[config.mk]
export PLATFORM = sky130hd
export DESIGN_NAME = dvp_raw_capture
export DESIGN_NICKNAME = d
export VERILOG_FILES = /design/src/rtl/dvp_raw_capture.sv
export SDC_FILE = /design/constraint.sdc
export NUM_CORES = 1
export LEC_CHECK = 0
export ABC_AREA = 1
export ABC_CLOCK_PERIOD_IN_PS = 2800
export CAP_MARGIN = 20
export CORE_MARGIN = 3
export CORE_UTILIZATION = 40
export DETAILED_ROUTE_END_ITERATION = 7
export GPL_ROUTABILITY_DRIVEN = 1
export HOLD_SLACK_MARGIN = 0.05
export PLACE_DENSITY_LB_ADDON = 0.1
export SYNTH_ARGS = -nofsm -noshare
export SYNTH_HDL_FRONTEND = slang
export SYNTH_SLANG_ARGS = --single-unit
[constraint.sdc]
create_clock -name Clk -period 2.8 [get_ports Clk]
set_clock_uncertainty 0.05 [all_clocks]
set_input_delay 0.7 -clock Clk [delete_from_list [all_inputs] [get_ports Clk]]
set_output_delay 0.7 -clock Clk [all_outputs]
set_load 0.05 [all_outputs]
[src/rtl/dvp_raw_capture.sv]
// -----------------------------------------------------------------------------
// dvp_raw_capture
//
// Camera front end for the OV5640 DVP bus. Vsync/Href/Dvp_Data are registered
// once (stage 1). The qualified pixel stream is produced from that stage
// (stage 2). A pixel presented on Dvp_Data in cycle N is sampled at edge N+1.
// It appears on Raw_Data with Dout_Valid at edge N+2.
//
// After reset the first SKIP_FRAMES frames are discarded. A frame boundary is
// the rising edge of the registered Vsync. Capture_En is looked at only on
// those boundaries.
//
// Within a captured frame, the block counts columns and rows. Pixels past
// IMAGE_WIDTH and lines past IMAGE_HEIGHT are dropped. Short or long lines,
// and a wrong line count, raise the sticky Line_Err flag. Line_Err is cleared
// by the next Frame_Start.
//
// Ports
//   Clk          pixel clock (DVP PCLK); all logic on the rising edge
//   Rst          synchronous active-high reset
//   Vsync        DVP vertical sync, high during vertical blanking
//   Href         DVP line valid
//   Dvp_Data     8-bit RAW Bayer byte
//   Capture_En   capture request, sampled at frame boundaries only
//   Dout_Valid   Raw_Data / Xaddr / Yaddr / X_Cnt / Y_Cnt valid this cycle
//   Raw_Data     captured Bayer pixel (held when not valid)
//   Xaddr        column LSB of the presented pixel (Bayer phase)
//   Yaddr        row LSB of the presented pixel (Bayer phase)
//   X_Cnt        column index of the presented pixel
//   Y_Cnt        row index of the presented pixel
//   Frame_Start  1-cycle pulse, a captured frame begins
//   Frame_Done   1-cycle pulse, a captured frame ended
//   Line_Err     sticky line length / line count error for the current frame
// -----------------------------------------------------------------------------
module dvp_raw_capture #(
    parameter int IMAGE_WIDTH  = 1920,
    parameter int IMAGE_HEIGHT = 1080,
    parameter int SKIP_FRAMES  = 10
) (
    input  logic        Clk,
    input  logic        Rst,
    input  logic        Vsync,
    input  logic        Href,
    input  logic [7:0]  Dvp_Data,
    input  logic        Capture_En,
    output logic        Dout_Valid,
    output logic [7:0]  Raw_Data,
    output logic        Xaddr,
    output logic        Yaddr,
    output logic [11:0] X_Cnt,
    output logic [11:0] Y_Cnt,
    output logic        Frame_Start,
    output logic        Frame_Done,
    output logic        Line_Err
);

    localparam logic [11:0] WIDTH   = 12'(IMAGE_WIDTH);
    localparam logic [11:0] HEIGHT  = 12'(IMAGE_HEIGHT);
    localparam logic [7:0]  SKIP_N  = 8'(SKIP_FRAMES);
    localparam logic [11:0] CNT_MAX = 12'hFFF;

    typedef enum logic [1:0] {
        ST_SKIP  = 2'd0,
        ST_IDLE  = 2'd1,
        ST_FRAME = 2'd2
    } state_t;

    localparam state_t RESET_STATE = (SKIP_FRAMES == 0) ? ST_IDLE : ST_SKIP;

    // Stage 1: input capture
    logic        vs_r_reg;
    logic        vs_rr_reg;
    logic        hr_r_reg;
    logic [7:0]  data_r_reg;
    logic        hr_act_d_reg;

    // Control state
    state_t      state_reg,    state_next;
    logic [7:0]  skip_cnt_reg, skip_cnt_next;
    logic [11:0] x_reg,        x_next;
    logic [11:0] y_reg,        y_next;
    logic        err_reg,      err_next;

    // Stage 2: output registers
    logic        valid_reg,    valid_next;
    logic [7:0]  raw_reg,      raw_next;
    logic [11:0] xcnt_reg,     xcnt_next;
    logic [11:0] ycnt_reg,     ycnt_next;
    logic        start_reg,    start_next;
    logic        done_reg,     done_next;

    logic boundary;
    logic hr_act;
    logic line_end;

    assign boundary = vs_r_reg & ~vs_rr_reg;
    // Href during vertical blanking is ignored: it neither delivers pixels nor
    // terminates a line.
    assign hr_act   = hr_r_reg & ~vs_r_reg;
    assign line_end = hr_act_d_reg & ~hr_act;

    always_comb begin
        state_next    = state_reg;
        skip_cnt_next = skip_cnt_reg;
        x_next        = x_reg;
        y_next        = y_reg;
        err_next      = err_reg;
        valid_next    = 1'b0;
        raw_next      = raw_reg;
        xcnt_next     = xcnt_reg;
        ycnt_next     = ycnt_reg;
        start_next    = 1'b0;
        done_next     = 1'b0;

        case (state_reg)
            ST_SKIP: begin
                if (boundary) begin
                    skip_cnt_next = skip_cnt_reg + 8'd1;
                    if (skip_cnt_reg + 8'd1 >= SKIP_N) begin
                        state_next = ST_IDLE;
                    end
                end
            end

            ST_IDLE: begin
                if (boundary && Capture_En) begin
                    state_next = ST_FRAME;
                    start_next = 1'b1;
                    x_next     = '0;
                    y_next     = '0;
                    err_next   = 1'b0;
                end
            end

            ST_FRAME: begin
                if (hr_act) begin
                    if ((x_reg < WIDTH) && (y_reg < HEIGHT)) begin
                        valid_next = 1'b1;
                        raw_next   = data_r_reg;
                        xcnt_next  = x_reg;
                        ycnt_next  = y_reg;
                    end else begin
                        err_next = 1'b1;
                    end
                    // Keep counting past the width so an over-long line
                    // also fails the end-of-line length compare.
                    if (x_reg != CNT_MAX) begin
                        x_next = x_reg + 12'd1;
                    end
                end

                if (line_end) begin
                    if (x_reg != WIDTH) begin
                        err_next = 1'b1;
                    end
                    x_next = '0;
                    if (y_reg != CNT_MAX) begin
                        y_next = y_reg + 12'd1;
                    end
                end

                if (boundary) begin
                    done_next = 1'b1;
                    if (y_reg != HEIGHT) begin
                        err_next = 1'b1;
                    end
                    if (Capture_En) begin
                        // Back-to-back frame: the restart clears the flag,
                        // overriding any error detected in this cycle.
                        start_next = 1'b1;
                        x_next     = '0;
                        y_next     = '0;
                        err_next   = 1'b0;
                    end else begin
                        state_next = ST_IDLE;
                    end
                end
            end

            default: begin
                state_next = RESET_STATE;
            end
        endcase
    end

    always_ff @(posedge Clk) begin
        if (Rst) begin
            vs_r_reg     <= 1'b0;
            vs_rr_reg    <= 1'b0;
            hr_r_reg     <= 1'b0;
            data_r_reg   <= '0;
            hr_act_d_reg <= 1'b0;
            state_reg    <= RESET_STATE;
            skip_cnt_reg <= '0;
            x_reg        <= '0;
            y_reg        <= '0;
            err_reg      <= 1'b0;
            valid_reg    <= 1'b0;
            raw_reg      <= '0;
            xcnt_reg     <= '0;
            ycnt_reg     <= '0;
            start_reg    <= 1'b0;
            done_reg     <= 1'b0;
        end else begin
            vs_r_reg     <= Vsync;
            vs_rr_reg    <= vs_r_reg;
            hr_r_reg     <= Href;
            data_r_reg   <= Dvp_Data;
            hr_act_d_reg <= hr_act;
            state_reg    <= state_next;
            skip_cnt_reg <= skip_cnt_next;
            x_reg        <= x_next;
            y_reg        <= y_next;
            err_reg      <= err_next;
            valid_reg    <= valid_next;
            raw_reg      <= raw_next;
            xcnt_reg     <= xcnt_next;
            ycnt_reg     <= ycnt_next;
            start_reg    <= start_next;
            done_reg     <= done_next;
        end
    end

    assign Dout_Valid  = valid_reg;
    assign Raw_Data    = raw_reg;
    assign X_Cnt       = xcnt_reg;
    assign Y_Cnt       = ycnt_reg;
    assign Xaddr       = xcnt_reg[0];
    assign Yaddr       = ycnt_reg[0];
    assign Frame_Start = start_reg;
    assign Frame_Done  = done_reg;
    assign Line_Err    = err_reg;

endmodule

==> metrics.cfg, run 1 <==
[critical_path]
slowest_delay_ns=0.82
worst-path-max-fanout=3
crit_start=Line_Err
path_cells=clkdlybuf4s50_1
critPathTopFamily=buffers and inverters
cp.buffers_inverters=1
worstPathRequired_ns=2.05
r2r.worst_path.cells=7
slowest_stage=clkdlybuf4s50_1
worstSetupPathType=register to primary output
cp-start-kind=register
r2r_slack_ns=0.79
cp.depth=1
r2r-start=y_reg[8]
r2r-end=Raw_Data[7]
cp.arrival_ns=1.55
end_kind=primary output
critical_path.endpoint=Line_Err

[floorplan]
row_count=36
core_mm2=0.00991
die_x_um=108
die_y_um=108
die-area_mm2=0.0116
pin_count=51
initial_core_util=0.417

[synthesis]
async_flop_share=0
netlist_area_mm2=0.00413
ys_seq_area_frac=0.397
syn-instance-count=604
synth_warnings=0
synth_commonest_cells=nand2_1 (148), dfxtp_1 (82), inv_1 (63)
synth_cell_type_count=34
synth.area.top_cells=dfxtp_1 (40%), nand2_1 (13%), a21oi_1 (7.5%)
synth.most_common_cell=nand2_1
yosysTopAreaCell=dfxtp_1
synth_top_area_frac=0.397
syn_area_per_cell_um2=6.84
synth_seq_cells=82
syn_nets=628
synthFlopType=dfxtp_1
synth-edff-count=0

[global_route]
first_global_vias=3703
grt_overflow=0
antenna_found_initial=0
track_usage=0.184
grt_max_degree=67
grt_pass1_wl_um=17400

[route]
routed_wl_um=10100
via_per_inst=4.97
drt_pass1_iterations=4
drt_iter0_drc=162
wl_per_cell_um=13.0
vias=3870
drc=0
drtAntennaViolNets=0

[layout]
fin_util=0.491
diodes=0
multi_input_area_mm2=0.00206
regArea_mm2=0.00164
drive_gt1_frac=0.0651
fillCellCount=1031
syn2layout_area_growth_pct=17.7
fin_nets=664

[power_and_ir_drop]
power_density_mw_per_mm2=544
peakVddDrop_uv=228
p_leak_uw=0.00184
total_power_uw=2650

[clocking]
clk_latency_ns=0.35
cts_buffers=9
cts_tree=done
htree_levels=3
ctsLongestPathBuffers=2
cts_hold_buf=0
cts.sinks=82
post-cts-setup-buffers=0
path_clk_slew_ns=0.09
cts_resized=0
root_buffer=clkbuf_8

[timing]
worst_pin_slew_ns=0.775
finalHoldViolCount=0
finalCritPeriodShare=0.823
post-route-min-period_ns=2.30
fmax_mhz=434
slew_viol_final=0
relSlewSlack=0.482
setup_viol_count_final=0
tns_ns=0
rsz0062_at_grt=no

[placement]
port_buffers=50
gp_congestion=0.896
hpwlAfterDp_um=7180

[job]
max_cap_violations=0

[run_status]
status=finished, final reports clean

[min_path]
hold_path_class=register to register

[power breakdown]
group | leakage [µW] | switching [µW] | internal [µW]
clock | 0.0000835 | 455 | 332
sequential | 0.000665 | 47.7 | 1210
combinational | 0.00110 | 394 | 205
[per-layer routing]
metal / part of all wire / up-vias / wire length [µm] / GRT usage
met5: 0 / - / 0 / 0
met1: 0.48 / 1759 / 4890 / 0.241
met4: 0.014 / 0 / 138 / 0.0631
met2: 0.47 / 59 / 4770 / 0.308
li1: - / 2038 / - / -
met3: 0.034 / 14 / 341 / 0.0276
[metrics by stage]
stage          area (µm²)  worst slack (ns)  hold slack, ns  std cells
4_1_cts              4860             0.467           0.395        778
3_3_place_gp         4690             0.460           0.379        762
6_report             4860             0.497           0.396        778
2_1_floorplan        4130              1.14           0.401        604
5_1_grt              4860             0.455           0.432        778
3_5_place_dp         4690             0.405           0.383        762
[worst min-delay path by stage]
stage / endpoint / from / cells after the start
after global routing: Y_Cnt[4] / Y_Cnt[4] / 2
after detailed placement: Y_Cnt[11] / Y_Cnt[11] / 2
final: Y_Cnt[11] / Y_Cnt[11] / 2
after global placement: Y_Cnt[11] / Y_Cnt[11] / 2
after CTS: Y_Cnt[11] / Y_Cnt[11] / 2
after floorplan: Raw_Data[0] / data_r_reg[0] / 2
[worst min-delay path: stages (launching register included)]
cell	delay, ns
dfxtp_1	0.32
nand2_1	0.06
nor2_1	0.03
[layout make-up]
class	instances	share of cell area
clock buffers	10	0.0262
repair buffers	59	0.116
inverters	69	0.0532
clock inverters	6	0.0103
multi-input cells	419	0.423
flip-flops and latches	82	0.337
well taps	133	0.0342
[cells by family (layout without fill, tap and decap cells)]
| family | Yosys count | count (layout) | synth area share |
|---|---|---|---|
| DFF | 82 | 82 | 0.397 |
| xor gates and xnor gates | 3 | 3 | 0.00636 |
| buffers and inverters | 103 | 144 | 0.106 |
| and+or+nand+nor | 319 | 319 | 0.348 |
| adders and majority gates | 11 | 11 | 0.0333 |
| AOI/OAI and AO/OA | 86 | 86 | 0.109 |
[placed cells by master (no fill, tap or decap), types with 2 or more instances in the layout]
cell	n
clkbuf_8	9
clkdlybuf4s50_1	49
xor2_1	2
nor2_4	3
nor3b_1	2
nand2_1	148
nor3_1	5
o21bai_1	3
o211ai_1	3
nor2_2	2
buf_4	9
inv_2	5
nand4_1	40
inv_1	63
clkinv_4	2
ha_1	11
nand3_1	49
clkinvlp_4	2
a21oi_1	62
inv_6	2
dfxtp_1	82
and3_1	2
nor2_1	60
o21ai_0	14
nand2_2	4
(Power assumes the default switching activity.)
==> run 2: changes to the inputs <==
ABC_CLOCK_PERIOD_IN_PS = 2200   (was 2800)
clock period = 2.2 ns   (was 2.8 ns; I/O delays follow)
==> metrics.cfg, run 2 (same netlist as run 1, synthesis figures left out) <==
[floorplan]
core_mm2=0.00991  ; unchanged
die-area_mm2=0.0116  ; unchanged
pin_count=51  ; unchanged
die_y_um=108  ; unchanged
row_count=36  ; unchanged
initial_core_util=0.417  ; unchanged
die_x_um=108  ; unchanged

[job]
max_cap_violations=0  ; unchanged

[min_path]
hp-start=Y_Cnt[11]
hold_path_class=register to register
hold_path_depth=2  ; unchanged
hold_end=Y_Cnt[11]

[clocking]
path_clk_slew_ns=0.08  ; about the same
cts_hold_buf=0  ; unchanged
htree_levels=3  ; unchanged
cts_tree=done
cts.sinks=82  ; unchanged
cts_resized=0  ; unchanged
ctsLongestPathBuffers=2  ; unchanged
root_buffer=clkbuf_8
clk_latency_ns=0.36  ; about the same
cts_buffers=9  ; unchanged
post-cts-setup-buffers=0  ; unchanged

[layout]
fin_cells=785  ; +0.90%
diodes=0  ; unchanged
layout_common_cells=nand2_1 (148), dfxtp_1 (82), inv_1 (63), a21oi_1 (62), nor2_1 (60)
regArea_mm2=0.00164  ; unchanged
drive_gt1_frac=0.0767  ; +0.0116
layout_commonest_cell=nand2_1
fillCellCount=1022  ; -0.87%
syn2layout_area_growth_pct=21.3
fin_nets=672  ; +1.2%
multi_input_area_mm2=0.00206  ; unchanged

[route]
drc=0  ; unchanged
drt_pass1_iterations=4  ; unchanged
routed_wl_um=9940  ; -2.0%
via_per_inst=4.99  ; +0.41%
wl_per_cell_um=12.7  ; -2.9%
drtAntennaViolNets=0  ; unchanged
vias=3921  ; +1.3%
drt_iter0_drc=167  ; +3.1%

[global_route]
antenna_found_initial=0  ; unchanged
grt_pass1_wl_um=16900  ; -2.7%
track_usage=0.179  ; -0.00471
first_global_vias=3630  ; -2.0%
grt_max_degree=67  ; unchanged
grt_overflow=0  ; unchanged

[power_and_ir_drop]
p_seq_frac=0.415  ; -0.062
power.switching_uw=1120  ; +25%
netSwitchingFraction=0.290  ; -0.0486
p_leak_uw=0.00194  ; +4.9%
intPower_uw=2740  ; +57%
power_density_mw_per_mm2=771  ; +42%
combPwrFrac=0.222  ; -0.004
peakVddDrop_uv=424  ; +86%
clockPowerShare=0.364  ; +0.067

[critical_path]
cp-start-kind=register
critPathTopFamily=buffers and inverters
r2r.worst_path.cells=9  ; +2
path_cells=clkdlybuf4s50_1
worst-path-max-fanout=3  ; unchanged
cp.arrival_ns=1.53  ; -0.02 ns
slowest_stage=clkdlybuf4s50_1
r2r_slack_ns=0.34  ; -0.45 ns
end_kind=primary output
worstSetupPathType=register to primary output
r2r-end=y_reg[10]
cp.buffers_inverters=1  ; unchanged
worstPathRequired_ns=1.60  ; -0.45 ns
r2r-start=y_reg[1]
slowest_delay_ns=0.81  ; about the same

[timing]
finalHoldViolCount=0  ; unchanged
rsz0062_at_grt=no
slew_viol_final=0  ; unchanged
finalCritPeriodShare=0.967
setup_viol_count_final=0  ; unchanged
worst_pin_slew_ns=0.684  ; -0.0913 ns
tns_ns=0  ; unchanged
relSlewSlack=0.544  ; +0.0628
post-route-min-period_ns=2.13
finalWorstSetupSlack_ns=0.0720  ; -0.425 ns
fmax_mhz=470

[placement]
gp_congestion=0.855  ; -4.6%
hpwlAfterDp_um=7090  ; -1.2%
dp_cells=770  ; +1.0%
place_ws_ns=0.138  ; -0.267 ns
port_buffers=50  ; unchanged

[run_status]
status=finished, final reports clean

-- run 2: final cells by class --
type / instances / area share
clock buffers: 9 / 0.0247
clock inverters: 6 / 0.0260
inverters: 69 / 0.0517
multi-input cells: 419 / 0.410
flip-flops and latches: 82 / 0.327
well taps: 133 / 0.0332
repair buffers: 67 / 0.127
-- run 2: worst max-delay path by stage --
stage / endpoint / slack [ns] / from / cells after the start
after floorplan: X_Cnt[0] / 0.61 / state_reg[0] / 7
after global placement: y_reg[11] / 0.14 / Capture_En / 6
after detailed placement: y_reg[11] / 0.14 / Capture_En / 6
after CTS: X_Cnt[0] / 0.05 / X_Cnt[0] / 1
after global routing: X_Cnt[0] / 0.01 / X_Cnt[0] / 1
final: X_Cnt[0] / 0.07 / X_Cnt[0] / 1
-- run 2: power groups by stage --
stage               registers (µW)  logic (µW)  clock network, µW
global placement              1640         853                  0
floorplan                     1640         547                  0
global route                  1620         967               1500
detailed placement            1640         860                  0
finish                        1600         857               1410
CTS                           1610         864               1450
-- run 2: stage by stage --
| step | utilization | hold slack, ns | area (µm²) | total power, µW |
|---|---|---|---|---|
| after floorplan | - | 0.401 | 4130 | 2190 |
| after global placement | 0.480 | 0.383 | 4760 | 2490 |
| after detailed placement | 0.480 | 0.384 | 4760 | 2500 |
| after CTS | 0.506 | 0.393 | 5010 | 3910 |
| after global routing | 0.506 | 0.437 | 5010 | 4080 |
| final | 0.506 | 0.392 | 5010 | 3870 |
-- run 2: per-layer routing --
metal / GRT usage / share of wire
met2: 0.296 / 0.46
met4: 0.0577 / 0.016
met3: 0.0420 / 0.050
met1: 0.230 / 0.47
met5: 0 / 0
-- run 2: worst min-delay path: stages, from the launching register on --
cell	delay [ns]
dfxtp_1	0.31
nand2_1	0.06
nor2_1	0.04
==> run 3: changes to the inputs <==
CTS_BUF_LIST = sky130_fd_sc_hd__clkbuf_4   (was not set)
PLACE_DENSITY = 0.64   (was not set)
PLACE_DENSITY_LB_ADDON = not set   (was 0.1)
==> metrics.cfg, run 3 (same netlist as run 1, synthesis figures left out) <==
[route]
drt_iter0_drc=179  ; +7.2%
vias=4036  ; +2.9%
routed_wl_um=10200  ; +2.9%
drt_pass1_iterations=4  ; unchanged
wl_per_cell_um=13.0  ; +3.0%
drc=0  ; unchanged
via_per_inst=5.15  ; +3.1%
drtAntennaViolNets=0  ; unchanged

[critical_path]
cp-start-kind=register
slowest_delay_ns=0.55  ; -0.26 ns
worst-path-max-fanout=3  ; unchanged
r2r_slack_ns=0.31  ; -0.03 ns
r2r.worst_path.cells=6  ; -3
cp.arrival_ns=1.40  ; -0.13 ns
slowest_stage=dlygate4sd2_1
critPathTopFamily=buffers and inverters
r2r-end=Raw_Data[4]
worstSetupPathType=register to primary output
worstPathRequired_ns=1.60  ; about the same
path_cells=dlygate4sd2_1
r2r-start=y_reg[10]
cp.buffers_inverters=1  ; unchanged
end_kind=primary output

[placement]
port_buffers=50  ; unchanged
gp_congestion=0.899  ; +5.1%
hpwlAfterDp_um=7240  ; +2.1%

[global_route]
grt_pass1_wl_um=17700  ; +4.7%
grt_overflow=0  ; unchanged
antenna_found_initial=0  ; unchanged
first_global_vias=3840  ; +5.8%
track_usage=0.189  ; +0.0103
grt_max_degree=67  ; unchanged

[power_and_ir_drop]
p_seq_frac=0.497  ; +0.082
p_leak_uw=0.00208  ; +7.5%
clockPowerShare=0.258  ; -0.106
netSwitchingFraction=0.358  ; +0.0682
power_density_mw_per_mm2=670  ; -13%
power.switching_uw=1160  ; +3.5%
intPower_uw=2080  ; -24%
peakVddDrop_uv=250  ; -41%
total_power_uw=3240  ; -16%
combPwrFrac=0.245  ; +0.023

[layout]
fillCellCount=1041  ; +1.9%
fin_nets=670  ; -0.30%
syn2layout_area_growth_pct=17.0
drive_gt1_frac=0.0753  ; -0.00142
regArea_mm2=0.00164  ; unchanged
diodes=0  ; unchanged
layout_commonest_cell=nand2_1
multi_input_area_mm2=0.00206  ; unchanged
layout_common_cells=nand2_1 (148), dfxtp_1 (82), inv_1 (63), a21oi_1 (62), nor2_1 (60)

[timing]
rsz0062_at_grt=no
setup_viol_count_final=0  ; unchanged
worst_pin_slew_ns=0.510  ; -0.173 ns
post-route-min-period_ns=2.00  ; -0.126 ns
fmax_mhz=500  ; +6.3%
finalCritPeriodShare=0.910  ; -0.0574
relSlewSlack=0.659  ; +0.115
slew_viol_final=0  ; unchanged
finalHoldViolCount=0  ; unchanged
tns_ns=0  ; unchanged

[min_path]
hold_path_class=register to register
hold_path_depth=2  ; unchanged
hold_end=Y_Cnt[11]
hp-start=Y_Cnt[11]

[floorplan]
die_y_um=108  ; unchanged
die-area_mm2=0.0116  ; unchanged
pin_count=51  ; unchanged
die_x_um=108  ; unchanged
core_mm2=0.00991  ; unchanged
row_count=36  ; unchanged
initial_core_util=0.417  ; unchanged

[clocking]
path_clk_slew_ns=0.14  ; +0.06 ns
cts.sinks=82  ; unchanged
cts_hold_buf=0  ; unchanged
root_buffer=clkbuf_4
cts_tree=done
cts_buffers=9  ; unchanged
ctsLongestPathBuffers=2  ; unchanged
cts_resized=35  ; +35
post-cts-setup-buffers=0  ; unchanged
clk_latency_ns=0.44  ; +0.08 ns
htree_levels=3  ; unchanged

[job]
max_cap_violations=0  ; unchanged

[run_status]
status=finished, final reports clean

==> run 3: cell count changes in the layout (fill, tap and decap cells not counted), moves of 4 or more <==
| cell | previous run | this run |
|---|---|---|
| bufinv_16 | 4 | 0 |
| clkbuf_4 | 0 | 10 |
| clkbuf_8 | 9 | 0 |
| clkdlybuf4s50_1 | 49 | 11 |
| clkinvlp_4 | 0 | 4 |
| dlygate4sd2_1 | 0 | 35 |
==> run 3: area by class of cell <==
class,instances,share of cell area
well taps,133,0.0344
flip-flops and latches,82,0.340
clock inverters,6,0.0104
inverters,69,0.0536
multi-input cells,419,0.426
clock buffers,10,0.0155
repair buffers,65,0.121
==> run 3: power groups by stage <==
| stage | Clock (µW) | Combinational (µW) | Sequential (µW) |
|---|---|---|---|
| final | 837 | 793 | 1610 |
| after floorplan | 0 | 547 | 1640 |
| after CTS | 854 | 797 | 1610 |
| after detailed placement | 0 | 798 | 1640 |
| after global placement | 0 | 776 | 1640 |
| after global routing | 927 | 906 | 1620 |
==> run 3: per-stage QoR <==
stage	std cells	area (µm²)	worst slack (ns)	hold WS, ns	util
after floorplan	604	4130	0.613	0.401	-
after global placement	768	4740	0.148	0.381	0.479
after detailed placement	768	4740	0.113	0.388	0.479
after CTS	784	4830	0.00884	0.407	0.487
after global routing	784	4830	0.0834	0.435	0.488
final	784	4830	0.198	0.403	0.488
==> run 3: worst register-to-register path: stages, from the launching register on <==
cell and delay [ns]:
dfxtp_1 0.45, inv_1 0.11, nor2_1 0.13, nand4_1 0.36
nand3_4 0.49, nand2_1 0.11, a21oi_1 0.14
==> run 3: worst max path at each step <==
stage / from / endpoint / slack (ns) / depth (start not counted)
after floorplan: state_reg[0] / X_Cnt[0] / 0.61 / 7
after global placement: Capture_En / state_reg[0] / 0.15 / 8
after detailed placement: Capture_En / y_reg[10] / 0.11 / 6
after CTS: Frame_Start / Frame_Start / 0.009 / 1
after global routing: y_reg[1] / y_reg[10] / 0.08 / 9
final: Line_Err / Line_Err / 0.20 / 1
==> run 3: layer usage <==
metal	vias up	GRT usage	wire length, µm
met1	1872	0.250	4800
met3	20	0.0420	516
met4	0	0.0712	235
li1	2054	-	-
met5	-	0	0
met2	90	0.302	4680
